`src/rtl/inputc_mvc_pkg.sv`:
```
// inputc_mvc_pkg: flit-type codes, output-port codes, VC states and XY route helper
package inputc_mvc_pkg;
    localparam logic [1:0] FT_BODY = 2'b00;
    localparam logic [1:0] FT_HEAD = 2'b01;
    localparam logic [1:0] FT_TAIL = 2'b10;
    localparam logic [1:0] FT_HT   = 2'b11;
    localparam logic [2:0] P_LOCAL = 3'd0;
    localparam logic [2:0] P_E     = 3'd1;
    localparam logic [2:0] P_W     = 3'd2;
    localparam logic [2:0] P_N     = 3'd3;
    localparam logic [2:0] P_S     = 3'd4;
    localparam int ROUTE_LSB = 2;

    typedef enum logic [1:0] {IDLE, ROUTE, ACTIVE} vc_state_e;

    // Head and head+tail both carry bit 0; tail and head+tail both carry bit 1.
    function automatic logic is_head(input logic [1:0] ty);
        return ty[0];
    endfunction

    function automatic logic is_tail(input logic [1:0] ty);
        return ty[1];
    endfunction

    function automatic logic [2:0] xy_route(input int dx, input int dy, input int mx, input int my);
        return dx > mx ? P_E : dx < mx ? P_W : dy > my ? P_N : dy < my ? P_S : P_LOCAL;
    endfunction
endpackage

```
`src/rtl/inputc_mvc_if.sv`:
```
// inputc_mvc_if: upstream link and crossbar/allocator signals of one router input channel
interface inputc_mvc_if #(
    parameter int DATAW = 64,
    parameter int NVCH  = 2,
    parameter int NPORT = 5
);
    localparam int VCW   = NVCH > 1 ? $clog2(NVCH) : 1;
    localparam int PORTW = $clog2(NPORT);
    logic [DATAW-1:0]      idata;
    logic                  ivalid;
    logic [VCW-1:0]        ivch;
    logic [NVCH-1:0]       oack;
    logic [NVCH-1:0]       ordy;
    logic [NVCH-1:0]       olck;
    logic [DATAW-1:0]      odata;
    logic                  ovalid;
    logic [VCW-1:0]        ovch;
    logic [NPORT*NVCH-1:0] irdy;
    logic [NPORT*NVCH-1:0] ilck;
    logic [NPORT-1:0]      grt;
    logic [PORTW-1:0]      port;
    logic                  req;

    modport slave (
        input  idata, ivalid, ivch, irdy, ilck, grt,
        output oack, ordy, olck, odata, ovalid, ovch, port, req
    );
    modport master (
        output idata, ivalid, ivch, irdy, ilck, grt,
        input  oack, ordy, olck, odata, ovalid, ovch, port, req
    );
endinterface

```
`src/rtl/inputc_mvc_fifo.sv`:
```
// inputc_mvc_fifo: per-VC flit FIFO; writes to a full FIFO are dropped even if a pop happens the same cycle
module inputc_mvc_fifo #(
    parameter int DATAW = 64,
    parameter int DEPTH = 4
) (
    input  logic             clk,
    input  logic             rst_,
    input  logic             push,
    input  logic             pop,
    input  logic [DATAW-1:0] din,
    output logic [DATAW-1:0] front,
    output logic             full,
    output logic             empty
);
    localparam int AW = $clog2(DEPTH);
    logic [DATAW-1:0] mem [DEPTH];
    logic [AW-1:0] wp, rp;
    logic [AW:0] cnt;
    logic wr, rd;

    assign full  = cnt == (AW+1)'(DEPTH);
    assign empty = cnt == '0;
    assign wr    = push && !full;
    assign rd    = pop && !empty;
    assign front = mem[rp];

    always_ff @(posedge clk)
        if (wr) mem[wp] <= din;

    always_ff @(posedge clk)
        if (!rst_) begin
            wp  <= '0;
            rp  <= '0;
            cnt <= '0;
        end else begin
            wp  <= wr ? wp + AW'(1) : wp;
            rp  <= rd ? rp + AW'(1) : rp;
            cnt <= cnt + (AW+1)'(wr) - (AW+1)'(rd);
        end

`ifndef SYNTHESIS
    always_ff @(posedge clk)
        if (rst_) assert (!(push && full)) else $warning("inputc_mvc_fifo: write to full VC dropped");
`endif
endmodule

```
`src/rtl/inputc_mvc.sv`:
```
// inputc_mvc: router input channel with per-VC FIFOs, XY routing, wormhole locking and RR switch request
// Defining INPUTC_MVC_STATS_EN adds flit_cnt/stall_cnt statistics outputs.
module inputc_mvc
    import inputc_mvc_pkg::*;
#(
    parameter int DATAW   = 64,
    parameter int NVCH    = 2,
    parameter int DEPTH   = 4,
    parameter int NPORT   = 5,
    parameter int XW      = 2,
    parameter int YW      = 2,
    parameter int MY_XPOS = 0,
    parameter int MY_YPOS = 0
) (
    input logic clk,
    input logic rst_,
    inputc_mvc_if.slave bus
`ifdef INPUTC_MVC_STATS_EN
    ,
    output logic [31:0] flit_cnt,
    output logic [31:0] stall_cnt
`endif
);
    localparam int VCW   = NVCH > 1 ? $clog2(NVCH) : 1;
    localparam int PORTW = $clog2(NPORT);
    logic [DATAW-1:0] front [NVCH];
    logic [PORTW-1:0] vport [NVCH];
    vc_state_e st [NVCH];
    logic [NVCH-1:0] full, empty, push, pop, head, tail, elig, lck;
    logic [VCW-1:0] rr, win;
    logic [PORTW-1:0] port_w;
    logic found, deq;

    for (genvar v = 0; v < NVCH; v++) begin : g_vc
        assign push[v] = bus.ivalid && bus.ivch == VCW'(v);
        assign pop[v]  = deq && win == VCW'(v);
        assign head[v] = is_head(front[v][DATAW-1 -: 2]);
        assign tail[v] = is_tail(front[v][DATAW-1 -: 2]);
        assign lck[v]  = st[v] != IDLE;
        // A head still waiting at the front must also find the downstream VC unlocked.
        assign elig[v] = st[v] == ACTIVE && !empty[v] && bus.irdy[int'(vport[v])*NVCH+v]
                         && !(head[v] && bus.ilck[int'(vport[v])*NVCH+v]);

        inputc_mvc_fifo #(.DATAW(DATAW), .DEPTH(DEPTH)) u_fifo (
            .clk(clk), .rst_(rst_), .push(push[v]), .pop(pop[v]), .din(bus.idata),
            .front(front[v]), .full(full[v]), .empty(empty[v])
        );

        always_ff @(posedge clk)
            if (!rst_) begin
                st[v]    <= IDLE;
                vport[v] <= '0;
            end else
                case (st[v])
                    IDLE:    if (!empty[v] && head[v]) st[v] <= ROUTE;
                    ROUTE: begin
                        vport[v] <= PORTW'(xy_route(int'(front[v][ROUTE_LSB +: XW]),
                                                    int'(front[v][ROUTE_LSB+XW +: YW]), MY_XPOS, MY_YPOS));
                        st[v]    <= ACTIVE;
                    end
                    ACTIVE:  if (pop[v] && tail[v]) st[v] <= IDLE;
                    default: st[v] <= IDLE;
                endcase

`ifndef SYNTHESIS
        always_ff @(posedge clk)
            if (rst_ && st[v] == IDLE && !empty[v]) assert (head[v]) else $warning("inputc_mvc: non-head flit at front of idle VC");
`endif
    end

    always_comb begin
        win   = rr;
        found = 1'b0;
        for (int i = 0; i < NVCH; i++) begin
            if (!found && elig[(int'(rr)+i)%NVCH]) begin
                win   = VCW'((int'(rr)+i)%NVCH);
                found = 1'b1;
            end
        end
    end

    assign port_w   = found ? vport[win] : '0;
    assign deq      = found && bus.grt[port_w];
    assign bus.port = port_w;
    assign bus.req  = found;
    assign bus.ordy = ~full;
    assign bus.olck = lck;

    always_ff @(posedge clk)
        if (!rst_) begin
            rr         <= '0;
            bus.odata  <= '0;
            bus.ovch   <= '0;
            bus.ovalid <= 1'b0;
            bus.oack   <= '0;
        end else begin
            rr         <= deq ? VCW'((int'(win)+1)%NVCH) : rr;
            bus.odata  <= deq ? front[win] : bus.odata;
            bus.ovch   <= deq ? win : bus.ovch;
            bus.ovalid <= deq;
            bus.oack   <= deq ? NVCH'(1) << win : '0;
        end

`ifdef INPUTC_MVC_STATS_EN
    always_ff @(posedge clk)
        if (!rst_) begin
            flit_cnt  <= '0;
            stall_cnt <= '0;
        end else begin
            flit_cnt  <= flit_cnt + 32'(deq);
            stall_cnt <= stall_cnt + 32'(found && !deq);
        end
`endif
endmodule

```
`src/flat_wrapper.sv`:
```
// flat-port wrapper written by rule: the top's interface ports become plain ports
module inputc_mvc_flat import inputc_mvc_pkg::*;
#(
    parameter int DATAW   = 64,
    parameter int NVCH    = 2,
    parameter int DEPTH   = 4,
    parameter int NPORT   = 5,
    parameter int XW      = 2,
    parameter int YW      = 2,
    parameter int MY_XPOS = 0,
    parameter int MY_YPOS = 0
)
  (clk, rst_, bus_idata, bus_ivalid, bus_ivch, bus_irdy, bus_ilck, bus_grt, bus_oack, bus_ordy, bus_olck, bus_odata, bus_ovalid, bus_ovch, bus_port, bus_req);
  inputc_mvc_if #(.DATAW(DATAW), .NVCH(NVCH), .NPORT(NPORT)) bus_i ();
  input logic clk;
  input logic rst_;
  input wire logic [$bits(bus_i.idata)-1:0] bus_idata;
  input wire logic [$bits(bus_i.ivalid)-1:0] bus_ivalid;
  input wire logic [$bits(bus_i.ivch)-1:0] bus_ivch;
  input wire logic [$bits(bus_i.irdy)-1:0] bus_irdy;
  input wire logic [$bits(bus_i.ilck)-1:0] bus_ilck;
  input wire logic [$bits(bus_i.grt)-1:0] bus_grt;
  output wire logic [$bits(bus_i.oack)-1:0] bus_oack;
  output wire logic [$bits(bus_i.ordy)-1:0] bus_ordy;
  output wire logic [$bits(bus_i.olck)-1:0] bus_olck;
  output wire logic [$bits(bus_i.odata)-1:0] bus_odata;
  output wire logic [$bits(bus_i.ovalid)-1:0] bus_ovalid;
  output wire logic [$bits(bus_i.ovch)-1:0] bus_ovch;
  output wire logic [$bits(bus_i.port)-1:0] bus_port;
  output wire logic [$bits(bus_i.req)-1:0] bus_req;
  assign bus_i.idata = bus_idata;
  assign bus_i.ivalid = bus_ivalid;
  assign bus_i.ivch = bus_ivch;
  assign bus_i.irdy = bus_irdy;
  assign bus_i.ilck = bus_ilck;
  assign bus_i.grt = bus_grt;
  assign bus_oack = bus_i.oack;
  assign bus_ordy = bus_i.ordy;
  assign bus_olck = bus_i.olck;
  assign bus_odata = bus_i.odata;
  assign bus_ovalid = bus_i.ovalid;
  assign bus_ovch = bus_i.ovch;
  assign bus_port = bus_i.port;
  assign bus_req = bus_i.req;
  inputc_mvc #(.DATAW(DATAW), .NVCH(NVCH), .DEPTH(DEPTH), .NPORT(NPORT), .XW(XW), .YW(YW), .MY_XPOS(MY_XPOS), .MY_YPOS(MY_YPOS)) u_core (.clk(clk), .rst_(rst_), .bus(bus_i));
endmodule
```
`config.mk`:
```
export PLATFORM = sky130hd
export DESIGN_NAME = inputc_mvc_flat
export DESIGN_NICKNAME = d
export VERILOG_FILES = /design/src/rtl/inputc_mvc_pkg.sv /design/src/rtl/inputc_mvc_if.sv /design/src/rtl/inputc_mvc_fifo.sv /design/src/rtl/inputc_mvc.sv /design/src/flat_wrapper.sv
export SDC_FILE = /design/constraint.sdc
export NUM_CORES = 1
export LEC_CHECK = 0
export CORE_ASPECT_RATIO = 1.1
export CORE_MARGIN = 5
export CORE_UTILIZATION = 55
export CTS_CLUSTER_DIAMETER = 40
export DETAILED_ROUTE_END_ITERATION = 10
export PLACE_DENSITY_LB_ADDON = 0.08
export SETUP_SLACK_MARGIN = 0.02
export SLEW_MARGIN = 0
export SYNTH_ARGS = -nofsm -noshare
export SYNTH_HDL_FRONTEND = slang
export SYNTH_SLANG_ARGS = --single-unit
```
`constraint.sdc`:
```
create_clock -name clk -period 4.65 [get_ports clk]
set_input_delay 0.6975 -clock clk [delete_from_list [all_inputs] [get_ports clk]]
set_output_delay 0.6975 -clock clk [all_outputs]
set_load 0.02 [all_outputs]
```
==> flow_metrics.tcl <==
set metrics [dict create \
    clk_pin_slew_worst_paths_ns 0.06 \
    synth_top_cell_by_area "edfxtp_1" \
    fillCellCount 2739 \
    status "completed" \
    syn_nets 1183 \
    finalMaxSlewViolations 0 \
    rsz0062_at_grt "no" \
    syn_inst 1076 \
    combPwrFrac_pct 5.7 \
    area.growth.synth_to_final_pct 21.5 \
    antenna_found_initial 6 \
    cts_buffers 75 \
    maxCapViolCount 0 \
    post_drt_wl_per_cell_um 26.3 \
    placed_area_mm2 0.0250 \
    cp.arrival_ns 4.36 \
    setup_viol 0 \
    pin_count 169 \
    drc 0 \
    timing.rr.start "u_core.vport[1][0]" \
    fin_cells 1871 \
    core_mm2 0.0410 \
    cts_htree_levels 3 \
    dp_hpwl_um 26500 \
    viasPerCell 6.03 \
    cp_max_fo 4 \
    cp.required_ns 5.13 \
    synth_warnings 0 \
    synth-edff-count 520 \
    netlist_top_cells_count "520 x edfxtp_1, 132 x mux4_2, 87 x dfxtp_1" \
    cts_num_sinks 607 \
    rows 78 \
    place_inst 1729 \
    p_leak_nw 8.81 \
    ctsLongestPathBuffers 3 \
    period_share_pct 83.4 \
    fin_nets 1393 \
    hold_viol 0 \
    cp-start-kind "input pin" \
    wirelength_um 49200 \
    postLayoutCellArea_mm2 0.0275 \
    yosys_most_used_dff "edfxtp_1" \
    dr.pass1.iters 5 \
    worst-r2r-setup-slack_ns 0.79 \
    switching_share_pct 21.8 \
    vias 11300 \
    grtUsageTotal_pct 22.0 \
    drtIter0Drc 836 \
    floorplan.initialDensity_pct 55.3 \
    first_global_vias 12000 \
    grt_pass1_wl_um 74500 \
    min_period_ns 3.88 \
    die_w_um 204 \
    clkPwrFrac_pct 45.3 \
    gp_congestion 0.742 \
    clk_latency_ns 0.60 \
    min_path_cells 1 \
    ys_types 48 \
    r2r-end "u_core.g_vc[0].u_fifo.cnt[2]" \
    crit_path_end_kind "register" \
    yosysSeqAreaShare_pct 76.6 \
    syn_area_mm2 0.0227 \
    cts_resized 0 \
    synth_most_common_cell "edfxtp_1" \
    hold_path.class "reg -> reg" \
    drtAntennaViolNets 0 \
    grt_overflow 0 \
    power.switching_mw 2.75 \
    fin_skew_ns 0.0193 \
    crit_type "in -> reg" \
    totalPowerFinal_mw 12.6 \
    hold_start "u_core.bus.odata[0]" \
    drive_above_1_share_pct 22.6 \
    cts_tree "yes" \
    tns_ns 0 \
    peakVddDrop_mv 0.399 \
    p_per_area_mw_per_mm2 457 \
    synth_seq_cells 607 \
    syn_avg_cell_area_um2 21.1 \
    die_area_mm2 0.0454 \
    reg2reg_depth 15 \
    dieHeight_um 223 \
    synth_top_area_share_pct 68.9 \
    cts_setup_buffers 0 \
    tightest_slew_ns 1.02 \
    root_buffer "clkbuf_16" \
    seqPwrFrac_pct 49.0 \
    fmax_ghz 0.258 \
    grt_max_degree 55 \
    portBuffers 162 \
    yosys-top-cells-area "edfxtp_1 69%, mux4_2 13%, dfxtp_1 7.7%" \
    relSlewSlack_pct 32.2 \
    holdBufCountCts 0 \
    internal-power_mw 9.85 \
    async_flop_share_pct 0 \
    min_to "u_core.bus.odata[0]" \
]
[flip-flops by register name (all words and copies together) (netlist names), 2 cells and up, named ones only]
register                count
u_core.g_vc.u_fifo.mem    512
u_core.g_vc.u_fifo.rp       4
u_core.bus.odata           64
u_core.g_vc.u_fifo.wp       4
u_core.bus.oack             2
u_core.st                   4
u_core.vport                4
u_core.g_vc.u_fifo.cnt      6
[cells in the final DEF, fill, tap and decap left out, drive strengths merged, types with 2 or more instances in the layout]
cell type	synthesis	routed
mux2i	18	18
o21ai	7	7
clkdlybuf4s50	0	162
or3	2	2
fa	2	2
ha	12	12
nand2	25	25
and4	3	3
clkinv	0	18
nor3	2	2
diode	0	2
o221a	2	2
clkinvlp	0	9
edfxtp	520	520
bufinv	0	5
clkbuf	45	95
o211a	10	10
nor2	10	10
nand2b	3	3
mux4	132	132
xnor2	6	6
buf	16	32
inv	18	31
or2	3	3
and2	20	20
dfxtp	87	87
a22oi	56	56
o2bb2ai	54	54
nand4	2	2
nor2b	6	6
[power groups by stage]
stage                     Combinational [mW]  Clock [mW]  Sequential (mW)
after detailed placement               0.728           0             6.28
final                                  0.719        5.71             6.17
after global routing                   0.779        6.06             6.18
after CTS                              0.732        5.80             6.17
after global placement                 0.713           0             6.27
after floorplan                        0.374           0             6.29
[worst max-delay path by stage]
| stage | from | endpoint |
|---|---|---|
| 2_1_floorplan | bus_irdy[7] | u_core.g_vc[0].u_fifo.cnt[2] |
| 3_5_place_dp | bus_irdy[7] | u_core.g_vc[0].u_fifo.cnt[2] |
| 5_1_grt | u_core.vport[1][0] | u_core.g_vc[0].u_fifo.cnt[2] |
| 6_report | bus_irdy[7] | u_core.g_vc[0].u_fifo.cnt[2] |
| 4_1_cts | u_core.vport[1][0] | u_core.g_vc[0].u_fifo.cnt[2] |
| 3_3_place_gp | bus_irdy[7] | u_core.g_vc[0].u_fifo.cnt[2] |
[cells by family (layout without fill, tap and decap cells)]
kind of cell	count (synthesis)	after routing	share of synthesized area (%)
AOI/OAI and AO/OA	135	135	4.94
xor gates and xnor gates	6	6	0.232
adders and majority gates	15	15	0.884
buffers and inverters	79	352	1.40
DFF	607	607	76.6
muxes	151	151	14.0
other	1	3	0.0166
and+or+nand+nor	82	82	1.94
[worst max-delay path, cell delays in order]
cell and delay, ns:
clkdlybuf4s50_1 0.41, mux4_2 0.50, and4_1 0.24, a311oi_2 0.38
a22oi_2 0.18, mux2i_1 0.17, mux2_4 0.32, nor2_1 0.17
ha_1 0.26, inv_1 0.06, ha_1 0.12, inv_1 0.05
fa_1 0.40, xnor2_1 0.14, xnor2_1 0.12, and2_1 0.14
[area by class of cell]
type	count	area, um^2	area share (%)
diodes	2	5.00	0.0182
clock buffers	95	2010	7.31
clock inverters	45	479	1.74
inverters	18	67.6	0.245
multi-input cells	390	5020	18.2
flip-flops and latches	607	17400	63.1
well taps	520	651	2.36
repair buffers	194	1940	7.03
[through the flow]
step                hold slack, ns  worst slack (ns)  utilization (%)
floorplan                    0.445             0.622                -
global placement             0.445             0.236             61.1
detailed placement           0.445             0.161             61.1
CTS                          0.461             0.776             67.2
global route                 0.477             0.524             67.2
finish                       0.460             0.772             67.2
[routing by layer]
metal,track usage (%),vias up,routed length (um)
li1,-,4927,-
met1,31.1,5951,21000
met2,35.7,341,24600
met3,4.70,56,2890
met4,5.75,10,657
met5,0,-,71
No activity file was read; power rests on OpenSTA's default activity.
